### src/rtl/voice_allocator.sv
// Polyphonic voice allocator: maps key press/release events onto NUM_VOICES voice
// datapaths, reusing a voice already playing the note, else a free one, else the oldest.
module voice_allocator #(
   parameter int NUM_VOICES = 4,
   parameter int AGE_W      = 3
) (
   input  logic                    clk,
   input  logic                    reset,
   input  logic                    key_valid,
   output logic                    key_ready,
   input  logic                    key_on,
   input  logic [3:0]              key_note,
   input  logic [2:0]              key_octave,
   input  logic                    all_off,
   output logic [4*NUM_VOICES-1:0] voice_note,
   output logic [3*NUM_VOICES-1:0] voice_octave,
   output logic [NUM_VOICES-1:0]   voice_ld,
   output logic [NUM_VOICES-1:0]   voice_play,
   output logic [1:0]              dbg_state
);

   localparam int IDX_W = (NUM_VOICES > 1) ? $clog2(NUM_VOICES) : 1;
   localparam logic [AGE_W-1:0] AGE_MAX = {AGE_W{1'b1}};

   typedef enum logic [1:0] {IDLE, SCAN, LOAD, REL} state_t;

   state_t                  r_state;
   state_t                  w_next_state;
   logic                    r_on;
   logic [3:0]              r_note;
   logic [2:0]              r_oct;
   logic [IDX_W-1:0]        r_target;
   logic [4*NUM_VOICES-1:0] r_voice_note;
   logic [3*NUM_VOICES-1:0] r_voice_oct;
   logic [NUM_VOICES-1:0]   r_voice_ld;
   logic [NUM_VOICES-1:0]   r_voice_play;
   logic [AGE_W-1:0]        r_age [NUM_VOICES];

   logic                    w_accept;
   logic                    w_press_ok;
   logic                    w_match_hit;
   logic [IDX_W-1:0]        w_match_idx;
   logic                    w_free_hit;
   logic [IDX_W-1:0]        w_free_idx;
   logic                    w_old_hit;
   logic [IDX_W-1:0]        w_old_idx;
   logic [AGE_W-1:0]        w_old_age;
   logic [IDX_W-1:0]        w_target;

   // Handshake: an event transfers on a clk edge where key_valid && key_ready;
   // key_ready is high only in IDLE with no panic pending, and the event fields
   // must be stable while key_valid is high.
   assign key_ready    = (r_state == IDLE) && !all_off;
   assign w_accept     = key_valid && key_ready;
   assign w_press_ok   = r_on && (r_note <= 4'd11);
   assign voice_note   = r_voice_note;
   assign voice_octave = r_voice_oct;
   assign voice_ld     = r_voice_ld;
   assign voice_play   = r_voice_play;
   assign dbg_state    = r_state;

   // Candidate search: descending scans give lowest-index priority; strict '>'
   // on the ascending age scan keeps ties on the lowest index.
   always_comb begin
      w_match_hit = 1'b0;
      w_match_idx = '0;
      w_free_hit  = 1'b0;
      w_free_idx  = '0;
      w_old_hit   = 1'b0;
      w_old_idx   = '0;
      w_old_age   = '0;
      for (int i = NUM_VOICES - 1; i >= 0; i--) begin
         if (r_voice_play[i] && (r_voice_note[4*i +: 4] == r_note) &&
             (r_voice_oct[3*i +: 3] == r_oct)) begin
            w_match_hit = 1'b1;
            w_match_idx = IDX_W'(i);
         end
         if (!r_voice_play[i]) begin
            w_free_hit = 1'b1;
            w_free_idx = IDX_W'(i);
         end
      end
      for (int i = 0; i < NUM_VOICES; i++) begin
         if (r_voice_play[i] && (!w_old_hit || (r_age[i] > w_old_age))) begin
            w_old_hit = 1'b1;
            w_old_idx = IDX_W'(i);
            w_old_age = r_age[i];
         end
      end
      if (w_match_hit)     w_target = w_match_idx;
      else if (w_free_hit) w_target = w_free_idx;
      else                 w_target = w_old_idx;
   end

   always_comb begin
      w_next_state = r_state;
      case (r_state)
         IDLE: if (w_accept) w_next_state = SCAN;
         SCAN: begin
            if (r_on) w_next_state = w_press_ok ? LOAD : IDLE;
            else      w_next_state = w_match_hit ? REL : IDLE;
         end
         LOAD:    w_next_state = IDLE;
         REL:     w_next_state = IDLE;
         default: w_next_state = IDLE;
      endcase
   end

   always_ff @(posedge clk) begin
      if (reset) begin
         r_state      <= IDLE;
         r_on         <= 1'b0;
         r_note       <= '0;
         r_oct        <= '0;
         r_target     <= '0;
         r_voice_note <= '0;
         r_voice_oct  <= '0;
         r_voice_ld   <= '0;
         r_voice_play <= '0;
         for (int i = 0; i < NUM_VOICES; i++) r_age[i] <= '0;
      end else if (all_off) begin
         r_state      <= IDLE;
         r_voice_ld   <= '0;
         r_voice_play <= '0;
         for (int i = 0; i < NUM_VOICES; i++) r_age[i] <= '0;
      end else begin
         r_state    <= w_next_state;
         r_voice_ld <= '0;
         if (r_state == IDLE && w_accept) begin
            r_on   <= key_on;
            r_note <= key_note;
            r_oct  <= key_octave;
         end
         if (r_state == SCAN) begin
            if (w_press_ok) begin
               r_target <= w_target;
               for (int i = 0; i < NUM_VOICES; i++) begin
                  if (IDX_W'(i) == w_target) begin
                     r_voice_note[4*i +: 4] <= r_note;
                     r_voice_oct[3*i +: 3]  <= r_oct;
                     r_voice_ld[i]          <= 1'b1;
                  end
               end
            end else if (!r_on) begin
               r_target <= w_match_idx;
            end
         end
         // A retriggered or stolen voice was already playing, so its gate never drops.
         for (int i = 0; i < NUM_VOICES; i++) begin
            if (r_state == LOAD) begin
               if (IDX_W'(i) == r_target) begin
                  r_voice_play[i] <= 1'b1;
                  r_age[i]        <= '0;
               end else if (r_voice_play[i] && (r_age[i] != AGE_MAX)) begin
                  r_age[i] <= r_age[i] + AGE_W'(1);
               end
            end else if (r_state == REL && IDX_W'(i) == r_target) begin
               r_voice_play[i] <= 1'b0;
               r_age[i]        <= '0;
            end
         end
      end
   end

endmodule

### config.mk
export PLATFORM = sky130hd
export DESIGN_NAME = voice_allocator
export DESIGN_NICKNAME = d
export VERILOG_FILES = /design/src/rtl/voice_allocator.sv
export SDC_FILE = /design/constraint.sdc
export NUM_CORES = 1
export LEC_CHECK = 0
export ABC_AREA = 1
export BUFFER_PORTS_ARGS = -buffer_cell sky130_fd_sc_hd__buf_2
export CAP_MARGIN = 20
export CORE_ASPECT_RATIO = 1.4
export CORE_MARGIN = 2
export CORE_UTILIZATION = 40
export DETAILED_ROUTE_END_ITERATION = 6
export PLACE_DENSITY_LB_ADDON = 0.25
export SYNTH_ARGS = -nofsm -noshare
export SYNTH_HDL_FRONTEND = slang
export SYNTH_SLANG_ARGS = --single-unit
### constraint.sdc
create_clock -name clk -period 4.48 [get_ports clk]
set_input_delay 0.896 -clock clk [delete_from_list [all_inputs] [get_ports clk]]
set_output_delay 0.896 -clock clk [all_outputs]
set_load 0.01 [all_outputs]
# [Word-level counts from Yosys, hierarchy flattened]
# Memories as Yosys holds them, arrays and structs flattened.
# Index checks and enable logic that the tools add are counted.
# Widths: inputs -> output; s select.
[word_totals] input_bits=12 ramBits=12 output_inout_bits=39 ff_bits=48 word_cells=258 memories=1
[classes] order_cmp=4 n_addsub=4 n_eq_ne=27 reduce_logical=50 bitwise_logic=19 n_mux=135
[memory_table] name="r_age" depth=4 word_bits=3 read_ports=4 rd_clocked_by_memory_dff=0 wr=4 line="37" rtl="logic [AGE_W-1:0] r_age [NUM_VOICES];"
[op_table] op="$mux 1" n=97
[op_table] op="$mux 3" n=19
[op_table] op="$mux 2" n=18
[op_table] op="$logic_and 1x1->1" n=23
[op_table] op="$eq 4x4->1" n=4
[op_table] op="$or 1x1->1" n=16
[op_table] op="$reduce_and 4->1" n=4
[op_table] op="$add 3x1->3 const B" n=4
[op_table] op="$eq 3x3->1" n=4
[op_table] op="$ne 3x3->1 const B" n=4
[op_table] op="$ne 2x1->1 const B" n=5
[op_table] op="$reduce_and 2->1" n=5
[op_table] op="$gt 3x3->1" n=3
[op_table] op="$eq 2x2->1 const A" n=4
[op_table] op="$reduce_bool 2->1" n=4
[op_table] op="$logic_not 2->1" n=3
[op_table] op="$pmux 2 s3" n=1
[op_table] op="$eq 1x2->1 const A" n=2
[op_table] op="$eq 2x2->1 const B" n=2
[op_table] op="$le 4x4->1 const B" n=1
[op_table] op="$logic_not 1->1" n=4
[op_table] op="$reduce_or 2->1" n=2
[op_table] op="$reduce_or 4->1" n=1
[op_table] op="$logic_or 1x1->1" n=3
[op_table] op="4 further kinds" n=6

# [Logic depth before layout (Yosys ltp)]
# An unclocked memory read counts as a cell.
[logic_depth] word_depth=18 depth_mapped=35 ltp_nobuf=33

# [Worst setup path after synthesis]
# No wires, ideal clock.
[synth_timing] kind="register to register" start="register r_voice_play[0] (netlist: voice_play[0])" end="register r_voice_note[11] (netlist: voice_note[11])" n_path_buf=2 required_time_ns=4.370 path_slack_ns=0.567 arrival_time_ns=3.803 stages_incl_launch_ff=32 period_less_slack_ns=3.913 setup_ns=0.110 path_cell_list="dfxtp_1 buf_2 nand2_1 ha_1 nand3_1 nand2_1 nand2_1 a21oi_1 inv_1 o21ai_0 ha_1 a21oi_1 nand2_1 nand2_1 nand2_1 nand2_1 nand2_1 o21ai_0 ha_1 a21oi_1 o21ai_0 nand2_1 o21ai_0 nand2_1 nand2_1 nand2_1 nand2_1 nand2_2 buf_2 nand4_1 nand2_1 nor2_1"
[synth_via] elab_chain_len=17 word_cells_on_any_way=31 cone_classes="order compare: 3; eq/ne: 1; mux: 15; reduce/logical: 12"
[synth_rtl] element="start: declaration" line="36" rtl="logic [NUM_VOICES-1:0] r_voice_play;"
[synth_rtl] element="start signal: assignment" line="119" rtl="r_voice_play <= '0;"
[synth_rtl] element="start signal: assignment" line="124" rtl="r_voice_play <= '0;"
[synth_rtl] element="start signal: indexed assignment" line="152" rtl="r_voice_play[i] <= 1'b1;"
[synth_rtl] element="$mux 3 / $mux 1 (equally long branches)" line="84" rtl="if (r_voice_play[i] && (!w_old_hit || (r_age[i] > w_old_age))) begin"
[synth_rtl] element="$gt 3x3->1 / $logic_not 1->1 (equally long branches)" line="84"
[synth_rtl] element="$logic_or 1x1->1" line="84"
[synth_rtl] element="$logic_and 1x1->1" line="84"
[synth_rtl] element="$mux 3 / $mux 1 (equally long branches)" line="84"
[synth_rtl] element="$gt 3x3->1 / $logic_not 1->1 (equally long branches)" line="84"
[synth_rtl] element="$logic_or 1x1->1" line="84"
[synth_rtl] element="$logic_and 1x1->1" line="84"
[synth_rtl] element="$mux 3 / $mux 1 (equally long branches)" line="84"
[synth_rtl] element="$gt 3x3->1 / $logic_not 1->1 (equally long branches)" line="84"
[synth_rtl] element="$logic_or 1x1->1" line="84"
[synth_rtl] element="$logic_and 1x1->1" line="84"
[synth_rtl] element="$mux 2" line="84"
[synth_rtl] element="$mux 2" line="91" rtl="else if (w_free_hit) w_target = w_free_idx;"
[synth_rtl] element="$mux 2 (*)" line="90" rtl="if (w_match_hit) w_target = w_match_idx;"
[synth_rtl] element="$eq 2x2->1 (*)" line="138" rtl="if (IDX_W'(i) == w_target) begin"
[synth_rtl] element="$reduce_and 4->1 (no line) (*)"
[synth_rtl] element="end signal: indexed assignment" line="139" rtl="r_voice_note[4*i +: 4] <= r_note;"
[synth_rtl] element="end: declaration" line="33" rtl="logic [4*NUM_VOICES-1:0] r_voice_note;"
# Every way passes the cells marked *; elsewhere a longest branch is shown, timed or not.
# A chain may end at the register's enable or synchronous reset.

# [Worst setup path after layout]
[layout_timing] start="register r_voice_play[0] (netlist: voice_play[0])" end="register r_voice_note[8] (netlist: voice_note[8])"
# The elaborated chain is that of the path after synthesis.

==> impl_metrics.py <==
metrics = {
    "run_status": {
        "status": "complete, no violations",
    },
    "worst_setup_path": {
        "arrival_ns": 4.21,
        "cp_max_fo": 16,
        "worstSetupPathType": "flop to flop",
        "cpMostUsedCell": "nand2_1",
        "endpoint_kind": "flop",
        "max_stage_delay_ns": 0.40,
        "slowest_stage": "dfxtp_4",
        "cp.required_ns": 4.74,
        "cp-start-kind": "flop",
    },
    "synth": {
        "synth_compound_area_frac": 0.114,
        "yosys_warnings": 0,
        "synth_top_family_by_area": "simple AND/OR/NAND/NOR gates",
        "synthMuxAreaShare": 0,
        "synth_nets": 554,
        "synthAdderAreaFrac": 0.0588,
        "ys_ff_latch": 60,
        "post-synth-top-area-fraction": 0.282,
        "synthXorXnorAreaFrac": 0.0121,
        "synthTopCellsByArea": "dfxtp_1 28%, nand2_1 15%, edfxtp_1 7.5%",
        "synth-edff-count": 9,
        "seq_area_frac_synth": 0.357,
        "synth.avg_cell_area_um2": 6.89,
        "async_reset_ff_frac": 0,
        "synth_area_um2": 3620,
        "syn-instance-count": 525,
        "ys_types": 38,
        "yosys_most_used_dff": "dfxtp_1",
        "synth_largest_area_cell": "dfxtp_1",
        "synthSimpleGateAreaFrac": 0.337,
    },
    "die": {
        "core_um2": 8930,
        "io_pins": 51,
        "dieHeight_um": 117,
        "dieArea_um2": 9830,
        "die_w_um": 84.4,
        "std_cell_rows": 41,
        "initial_core_util": 0.405,
    },
    "power_and_ir_drop": {
        "power_density_nw_per_um2": 302,
        "netSwitchingPower_uw": 309,
        "seqPwrFrac": 0.446,
        "switching_share": 0.241,
        "p_int_uw": 970,
        "p_comb_frac": 0.071,
        "vdd_drop_max_v": 0.000271,
        "power.share.clock": 0.483,
        "power_leakage_uw": 0.00200,
    },
    "timing": {
        "finalSetupViolations": 0,
        "max_slew_margin": 0.447,
        "clock.fmax_mhz": 253,
        "final_hold_viol_count": 0,
        "clock_skew_ns": 0.00388,
        "min_period_ns": 3.95,
        "slew_viol_final": 0,
        "worst_pin_slew_ns": 0.828,
        "tns_ns": 0,
        "rsz0062_at_grt": "no",
        "post-route-period-util": 0.882,
    },
    "drt": {
        "num_vias": 3349,
        "drc_errors": 0,
        "wl_per_cell_um": 13.3,
        "first_pass_iters": 4,
        "drt_wl_total_um": 9140,
        "viasPerCell": 4.89,
        "drtAntennaViolNets": 0,
        "first_iter_violations": 172,
    },
    "clock_network": {
        "clk_pin_slew_ns": 0.05,
        "cts-root-buf": "clkbuf_16",
        "insertion_delay_ns": 0.33,
        "cts_tree": "yes",
        "clockBufferDepth": 2,
        "cts.sinks": 60,
        "htreeDepth": 3,
        "cts_buffers": 9,
        "hold_buffers": 0,
    },
    "place": {
        "portBuffers": 50,
        "dp_hpwl_um": 7010,
        "place_congestion": 0.827,
        "placed_area_um2": 3910,
    },
    "final_layout": {
        "fill_cells": 960,
        "syn_to_final_growth_pct": 17.2,
        "finish.instance_area_um2": 4240,
        "nNetsFinal": 602,
        "drive_gt1_frac": 0.175,
        "final_common_cell": "nand2_1",
        "final_cell_mix": "139 x nand2_1, 71 x inv_1, 65 x nor2_1",
        "antenna_cells": 0,
    },
    "global_routing": {
        "grt_pass1_vias": 3174,
        "grt_usage": 0.193,
        "antenna_found_initial": 0,
        "grt_pass1_wl_um": 14800,
        "grt_max_degree": 32,
        "overflow": 0,
    },
    "hold_path": {
        "hp-class": "flop to flop",
    },
    "job": {
        "drv_cap": 0,
    },
}
-- final timing paths --
kind / depth (start not counted) / startpoint / endpoint / slack [ns]
hold reg to reg: 2 / r_on / r_on / 0.50
setup / recovery: 32 / voice_play[0] / voice_note[8] / 0.53
setup reg to reg: 32 / voice_play[0] / voice_note[8] / 0.53
hold / removal: 2 / r_on / r_on / 0.50
-- layer usage --
| layer | vias up | part of all wire | GRT usage |
|---|---|---|---|
| li1 | 1771 | - | - |
| met1 | 1497 | 0.40 | 0.197 |
| met2 | 64 | 0.55 | 0.375 |
| met3 | 17 | 0.032 | 0.0339 |
| met4 | 0 | 0.026 | 0.0974 |
| met5 | - | 0 | 0 |
-- what timing repair did --
action,CTS,global route
setup buffers,0,1
resized for setup,0,14
endpoints found under the setup margin,0,34
-- cell families after synthesis --
kind of cell,after synthesis
adders and majority gates,17
xor gates and xnor gates,5
AOI/OAI and AO/OA,74
buffers and inverters,97
and+or+nand+nor,272
DFF,60
-- Yosys cell counts (2+ instances only) --
cell / n
nand2_1: 141
inv_1: 71
nor2_1: 65
dfxtp_1: 51
a21oi_1: 40
nand3_1: 27
o21ai_0: 24
ha_1: 17
nand4_1: 16
buf_6: 9
edfxtp_1: 9
inv_2: 6
buf_2: 5
clkbuf_1: 5
xnor2_1: 5
nor2_2: 3
a211oi_1: 2
nand2_2: 2
nand2_4: 2
nand3_2: 2
nand3_4: 2
nor3_1: 2
nor3_2: 2
nor4_1: 2
or2_1: 2
-- layout make-up --
type | instances | area [um^2] | share of cell area
repair buffers | 56 | 320 | 0.0756
clock inverters | 6 | 30.0 | 0.00709
clock buffers | 10 | 239 | 0.0564
well taps | 107 | 134 | 0.0316
multi-input cells | 368 | 1930 | 0.455
flip-flops and latches | 60 | 1290 | 0.306
inverters | 78 | 293 | 0.0691
-- registers in the layout (all words and copies together) (netlist names) --
register and flops:
dbg_state 2, r_oct 3, r_age 12, voice_ld 4, r_note 4, r_on 1, voice_note 16, r_target 2
voice_play 4, voice_octave 12
-- through the flow --
step                      total power, uW  hold slack [ns]  worst slack [ns]  utilization  cells
after floorplan                       645            0.453             0.567            -    525
after global placement                671            0.484             0.252        0.438    668
after detailed placement              673            0.490            0.0665        0.438    668
after CTS                            1290            0.496            0.0633        0.468    684
after global routing                 1330            0.522            0.0227        0.475    685
final                                1280            0.499             0.527        0.475    685
-- power groups by stage --
stage / Clock [uW] / Combinational (uW) / Sequential, uW
2_1_floorplan: 0 / 69.1 / 576
3_3_place_gp: 0 / 90.2 / 581
3_5_place_dp: 0 / 91.3 / 581
4_1_cts: 628 / 91.8 / 570
5_1_grt: 652 / 104 / 571
6_report: 618 / 91.3 / 570
-- worst max-delay path: cells and delay by family, from the launching register on --
family | cells | cell delay [ns]
adders and majority gates | 3 | 0.93
DFF | 1 | 0.40
and+or+nand+nor | 20 | 1.59
buffers and inverters | 3 | 0.29
AOI/OAI and AO/OA | 6 | 0.68
Power figures use the tool's default switching activity.
